==> config.mk <==
export PLATFORM = sky130hd
export DESIGN_NAME = bcd_countdown
export DESIGN_NICKNAME = d
export VERILOG_FILES = /design/src/rtl/bcd_countdown.sv
export SDC_FILE = /design/constraint.sdc
export NUM_CORES = 1
export LEC_CHECK = 0
export BUFFER_PORTS_ARGS = -buffer_cell sky130_fd_sc_hd__buf_4
export CAP_MARGIN = 15
export CORE_ASPECT_RATIO = 1.5
export CORE_MARGIN = 2
export CORE_UTILIZATION = 40
export CTS_BUF_LIST = sky130_fd_sc_hd__clkbuf_16
export DETAILED_ROUTE_END_ITERATION = 12
export PLACE_DENSITY = 0.69
export SYNTH_ARGS = -nofsm -noshare
export SYNTH_HDL_FRONTEND = slang
export SYNTH_SLANG_ARGS = --single-unit
==> constraint.sdc <==
create_clock -name clk -period 2.2 [get_ports clk]
set_clock_uncertainty 0.15 [all_clocks]
set_input_delay 0.11 -clock clk [delete_from_list [all_inputs] [get_ports clk]]
set_output_delay 0.11 -clock clk [all_outputs]
set_load 0.05 [all_outputs]
==> src/rtl/bcd_countdown.sv <==
// Multi-digit BCD countdown timer.
// A preset is loaded (digits above 9 are clamped to 9) and then decremented
// once every TICK_DIV clocks while running, with borrows rippling upward from
// digit 0. When the count reaches zero the timer stops and pulses done once.
module bcd_countdown #(
  parameter int NUM_DIGITS = 4,
  parameter int TICK_DIV   = 3
) (
  input  logic                    clk,
  input  logic                    rst,
  input  logic                    load,
  input  logic [4*NUM_DIGITS-1:0] load_val,
  input  logic                    start,
  input  logic                    pause,
  output logic [4*NUM_DIGITS-1:0] cnt,
  output logic                    dec_tick,
  output logic                    running,
  output logic                    zero,
  output logic                    done
);

  localparam int CW = 4 * NUM_DIGITS;
  localparam int PW = (TICK_DIV > 1) ? $clog2(TICK_DIV) : 1;
  localparam logic [PW-1:0] PRE_LAST = PW'(TICK_DIV - 1);

  typedef enum logic [1:0] {
    IDLE   = 2'd0,
    RUN    = 2'd1,
    PAUSED = 2'd2,
    DONE   = 2'd3
  } state_t;

  state_t          r_state, w_state;
  logic [CW-1:0]   r_cnt,   w_cnt;
  logic [PW-1:0]   r_pre,   w_pre;
  logic            r_tick,  w_tick;
  logic            r_done,  w_done;
  logic [CW-1:0]   w_dec;

  // Force every digit of a preset into the legal BCD range 0..9.
  function automatic logic [CW-1:0] clamp_bcd(input logic [CW-1:0] v);
    logic [CW-1:0] r;
    r = v;
    for (int i = 0; i < NUM_DIGITS; i++) begin
      if (v[4*i +: 4] > 4'd9) r[4*i +: 4] = 4'd9;
    end
    return r;
  endfunction

  // Digit-wise BCD decrement: a digit moves only while every lower digit
  // was zero; a zero digit that moves wraps to 9.
  function automatic logic [CW-1:0] dec_bcd(input logic [CW-1:0] v);
    logic [CW-1:0] r;
    logic          borrow;
    r      = v;
    borrow = 1'b1;
    for (int i = 0; i < NUM_DIGITS; i++) begin
      if (borrow) begin
        if (v[4*i +: 4] == 4'd0) begin
          r[4*i +: 4] = 4'd9;
        end else begin
          r[4*i +: 4] = v[4*i +: 4] - 4'd1;
          borrow      = 1'b0;
        end
      end
    end
    return r;
  endfunction

  assign w_dec = dec_bcd(r_cnt);

  // Next-state and next-value logic; load beats pause beats start.
  always_comb begin
    w_state = r_state;
    w_cnt   = r_cnt;
    w_pre   = r_pre;
    w_tick  = 1'b0;
    w_done  = 1'b0;
    if (load) begin
      w_cnt   = clamp_bcd(load_val);
      w_pre   = '0;
      w_state = IDLE;
    end else begin
      case (r_state)
        IDLE: begin
          if (start) begin
            if (r_cnt == '0) begin
              w_state = DONE;
              w_done  = 1'b1;
            end else begin
              w_state = RUN;
            end
          end
        end
        RUN: begin
          if (pause) begin
            w_state = PAUSED;
          end else if (r_pre == PRE_LAST) begin
            w_pre  = '0;
            w_cnt  = w_dec;
            w_tick = 1'b1;
            if (w_dec == '0) begin
              w_state = DONE;
              w_done  = 1'b1;
            end
          end else begin
            w_pre = r_pre + PW'(1);
          end
        end
        PAUSED: begin
          if (!pause && start) w_state = RUN;
        end
        default: begin
          w_state = DONE;
        end
      endcase
    end
  end

  // State, count, prescaler and pulse registers with synchronous reset.
  always_ff @(posedge clk) begin
    if (rst) begin
      r_state <= IDLE;
      r_cnt   <= '0;
      r_pre   <= '0;
      r_tick  <= 1'b0;
      r_done  <= 1'b0;
    end else begin
      r_state <= w_state;
      r_cnt   <= w_cnt;
      r_pre   <= w_pre;
      r_tick  <= w_tick;
      r_done  <= w_done;
    end
  end

  assign cnt      = r_cnt;
  assign dec_tick = r_tick;
  assign done     = r_done;
  assign running  = (r_state == RUN);
  assign zero     = (r_cnt == '0);

endmodule
## Word-level counts from Yosys, hierarchy flattened

Cells that the tools add are included.

- Register bits: 22
- Output and inout bits: 20
- Word-level logic and storage cells: 75
- Input bits: 21

- Bitwise logic cells: 2
- Add/subtract/negate cells: 5
- Order comparisons: 4
- Reductions and logical operators: 16
- Equal/unequal tests: 8
- Multiplexer cells: 35

Operators with widths:

| kind | count |
|---|---|
| two-way mux 16 bit | 4 |
| two-way mux 4 bit | 11 |
| logical NOT 16 bit | 2 |
| > comparator 4 bit, second input constant | 4 |
| logical NOT 4 bit | 4 |
| subtractor 4 x 1 -> 4 bit, second input constant | 4 |
| two-way mux 2 bit | 7 |
| two-way mux 1 bit | 11 |
| inequality test 2 bit, second input constant | 3 |
| inequality test 3 x 2 -> 1 bit, second input constant | 2 |
| case mux 2 bit (3 select lines) | 1 |
| equality test 2 bit, second input constant | 2 |
| AND reduction 4 bit | 1 |
| nonzero test 2 bit | 2 |
| OR reduction 4 bit | 1 |
| AND reduction 3 bit | 1 |
| adder 2 x 1 -> 2 bit, second input constant | 1 |
| equality test 2 x 1 -> 1 bit, second input constant | 1 |
| logical NOT 2 bit | 1 |
| NOT 1 bit | 2 |
| case mux 1 bit (2 select lines) | 1 |
| AND reduction 2 bit | 1 |
| OR reduction 2 bit | 1 |
| logical AND 1 bit | 1 |
| logical NOT 1 bit | 1 |

## Logic depth before layout (Yosys ltp)

- Depth after elaboration: 10
- Depth in mapped cells: 6
- Gate-level depth less buffers: 4

## Least setup slack after synthesis

OpenSTA, ideal clock, no wires.

- Kind: reg2out
- From: register r_cnt[11] (netlist: cnt[11])
- To: output port zero
- Stages on the path, launching flop included: 4
- Arrival: 1877 ps
- Setup slack: 63 ps
- Buffers on the path: 0
- Data required time: 1940 ps
- Path through: dfxtp_1 > nor4_2 > nand4_1 > nor2_1

- Longest elaborated chain between the ends: 1

Ends and longest elaborated chain:

| what | line | RTL |
|---|---|---|
| start: declaration | 34 | `logic [CW-1:0] r_cnt, w_cnt;` |
| start signal: assignment | 130 | `r_cnt <= w_cnt;` |
| logical NOT 16 bit | 141 | `assign zero = (r_cnt == '0);` |
| end: declaration | 18 | `output logic zero,` |

No other way between the ends.

## Worst setup path in the final report

- From: register r_state[0]
- To: register r_cnt[6] (netlist: cnt[6])

- Longest elaborated chain between the ends: 3

Ends and longest elaborated chain:

| what | line | RTL |
|---|---|---|
| start: declaration | 33 | `state_t r_state, w_state;` |
| start signal: assignment | 129 | `r_state <= w_state;` |
| equality test 2 x 1 -> 1 bit | 84 | `case (r_state)` |
| nonzero test 2 bit (no line) | -- |  |
| AND reduction 3 bit (no line) | -- |  |

No other way between the ends.
A chain may end at the register's enable or synchronous reset.

==> summary.md <==
| Metric | Value |
|---|---|
| Dpl cells | `240` |
| Sequential area share after synthesis | `32.7%` |
| XOR/XNOR Fraction of Synth Area | `0.651%` |
| Core Area | `3190 um2` |
| Die area | `3850 um2` |
| Layout area overhead | `33.7%` |
| Most used cells in the layout excluding fill and tap cells | `44 x buf_4, 23 x nor2_1, 22 x dfxtp_1` |
| Worst skew pair latency | `0.26 ns` |
| Router iterations before antenna repair | `4` |
| DR WL/cell | `about 15 um` |
| Grt ovf | `0` |
| Period Utilization, post-route | `between 90% and 100%` |
| Fin Hold WS | `0.00789 ns` |
| Switching power | `0.339 mW` |
| Synth Area in Adders | `0%` |
| Slew HR | `a little over three fifths` |
| Final GP Congestion | `approximately 0.83` |
| First-pass GRT wire length | `around 6 mm` |
| Setup tns final | `0 ns` |
| Num CTS Buffers | `3` |
| Setup violators final | `0` |
| Drt total wl | `approximately 3.6 mm` |
| Hold Fails Final Rpt | `0` |
| Fin crit period | `2.00 ns` |
| Startpoint Class | `register` |
| Delay-heaviest family, CP | `simple AND/OR/NAND/NOR gates` |
| Final count of pins violating max slew | `0` |
| ANT nets after route | `0` |
| Initial Util | `42.2%` |
| Share of post-route cells with drive strength above 1 | `between 20% and 30%` |
| Clock group share of total power | `between 30% and 40%` |
| Pin count of the biggest net entering global routing | `20` |
| P_int | `approximately 0.76 mW` |
| Post-placement cell area | `1690 um2` |
| Layout Cell Area excl Fill | `1800 um2` |
| Most common cell after layout, fill and taps aside | `buf_4` |
| Final core utilization | `between 50 and 60%` |
| Clock transition at path regs | `~0.060 ns` |
| Mean Syn Cell Area | `8.25 um2` |
| Post-Syn Area | `roughly 1300 um2` |
| Vias in the first global route | `roughly 1300` |
| DR vias | `between 1000 and 1500` |
| Initial antenna violation count | `0` |
| Status | `finished clean` |
| Post-synth EDFFs | `0` |
| Post-Syn Instances | `163` |
| Root Buffer | `clkbuf_16` |
| Tot Pwr | `approximately 1.1 mW` |
| Critical path arrival | `between 2 and 2.5 ns` |
| Clock Path Buffers | `2` |
| Critical Path RT | `2.21 ns` |
| Slowest CP cell | `nor3b_4` |
| Worst path cell trace | `nor3b_4 > nand4_2 > or3b_1 > a311oi_2` |
| Count of different cell masters after synthesis | `47` |
| Min-Delay Path Class | `input pin to register` |
| Num ports | `41` |
| Worst slack, placed | `0.238 ns` |
| # Post-CTS Setup Buffers | `0` |
| Crit Path Max Fanout | `9` |
| Post-CTS Resized | `0` |
| Vias per std cell | `5.83` |
| CTS tree | `yes` |
| CP Buf/Inv Count | `0` |
| Horiz. Die Dim | `between 50 and 60 um` |
| Worst setup margin | `0.199 ns` |
| Antenna cells | `0` |
| Biggest cell delay along the critical path | `0.44 ns` |
| Actual slew at the worst max-slew pin | `approximately 0.55 ns` |
| Fmax | `~500 MHz` |
| Asr flop ratio synth | `0%` |
| Combinational power share | `between 20% and 30%` |
| Yosys warning count | `0` |
| Simple-gate share of the synthesized area | `approximately two fifths` |
| Cts-stage hold buffer count | `3` |
| Sw Ratio | `a little under a third` |
| Nets | `~230` |
| DRC viols | `0` |
| Post-DP HPWL | `between 2 and 3 mm` |
| DIE HEIGHT | `between 70 and 80 um` |
| CP endpoint kind | `register` |
| Non-Filler Instances | `approximately 250` |
| Synth Register Bits | `22` |
| Leakage | `roughly 0.7 nW` |
| Unrepaired setup endpoints after global routing | `no` |
| Largest family of logic cells by synthesized area | `simple AND/OR/NAND/NOR gates` |
| R2R setup slack | `around 0.2 ns` |
| Post-synthesis mux area share | `less than 1%` |
| Clock sinks | `22` |
| Pwr/cell area | `~610 nW/um2` |
| Top FF cell, synth | `dfxtp_1` |
| Initial DRC count | `36` |
| Syn Nets | `approximately 180` |
| Worst setup path category | `register to register` |
| H-tree depth | `1` |
| Max cap viols | `0` |
| Row cnt | `25` |
| GRT Overall Usage | `approximately a fifth` |
| PortBufs | `40` |
| Post-synthesis compound-gate area fraction | `between 20% and 30%` |
| Peak supply drop | `between 0.3 and 0.4 mV` |
| Seq pwr share | `between 40% and 50%` |
## cells in the mapped netlist, types with 2 or more instances
cell | number | area [um2]
a311o_1 | 2 | 20.0
nand4b_1 | 2 | 17.5
o21ai_0 | 5 | 25.0
dfxtp_1 | 22 | 440
or3b_1 | 3 | 26.3
nor2b_1 | 2 | 12.5
or3_1 | 5 | 31.3
nand3b_1 | 3 | 22.5
a21oi_1 | 11 | 55.1
nor2_1 | 23 | 86.3
a311oi_1 | 8 | 70.1
nor4_2 | 2 | 25.0
buf_2 | 2 | 10.0
or2_2 | 2 | 12.5
nor4b_1 | 2 | 17.5
nand2_1 | 8 | 30.0
inv_1 | 5 | 18.8
nand4_1 | 6 | 37.5
nand2b_1 | 2 | 12.5
nor3b_1 | 3 | 22.5
o21a_1 | 3 | 22.5
nand3_1 | 2 | 10.0
nor3_1 | 12 | 60.1
o31ai_1 | 2 | 15.0
clkbuf_1 | 4 | 15.0
## power by group through the flow
stage	logic, mW	registers (mW)	clock network [mW]
2_1_floorplan	0.108	0.513	0
3_3_place_gp	0.251	0.458	0
3_5_place_dp	0.255	0.460	0
4_1_cts	0.260	0.451	0.403
5_1_grt	0.278	0.456	0.418
6_report	0.258	0.452	0.393
## worst paths after layout
path	startpoint	endpoint	depth (start not counted)
max	r_state[0]	cnt[6]	4
max reg2reg	r_state[0]	cnt[6]	4
min reg2reg	r_pre[1]	r_pre[1]	2
min	rst	cnt[11]	2
## registers in the layout, summed over array words and instances (netlist names)
name and cells:
cnt 16, done 1, r_state 2, dec_tick 1
r_pre 2
## routing by layer
| layer | vias up | track usage, % | share of wire [%] |
|---|---|---|---|
| met4 | 0 | 8.48 | 1.3 |
| met3 | 4 | 2.78 | 3.1 |
| li1 | 715 | - | - |
| met1 | 693 | 22.4 | 41 |
| met2 | 29 | 38.8 | 55 |
| met5 | - | 0 | 0 |
## area by class of cell
type / instances / area [um2]
clock buffers: 3 / 75.1
clock inverters: 1 / 3.75
fillers: 320 / 1390
inverters: 6 / 22.5
multi-input cells: 128 / 846
flip-flops and latches: 22 / 440
well taps: 40 / 50.0
repair buffers: 47 / 360
## logic make-up (layout without fill, tap and decap cells)
family,count (synthesis),count (layout)
compound gates,39,39
xor+xnor,1,1
buf+inv,13,57
flops,22,22
mux,1,1
simple gates,87,87
Note: power is estimated with default switching activity, not from simulation.
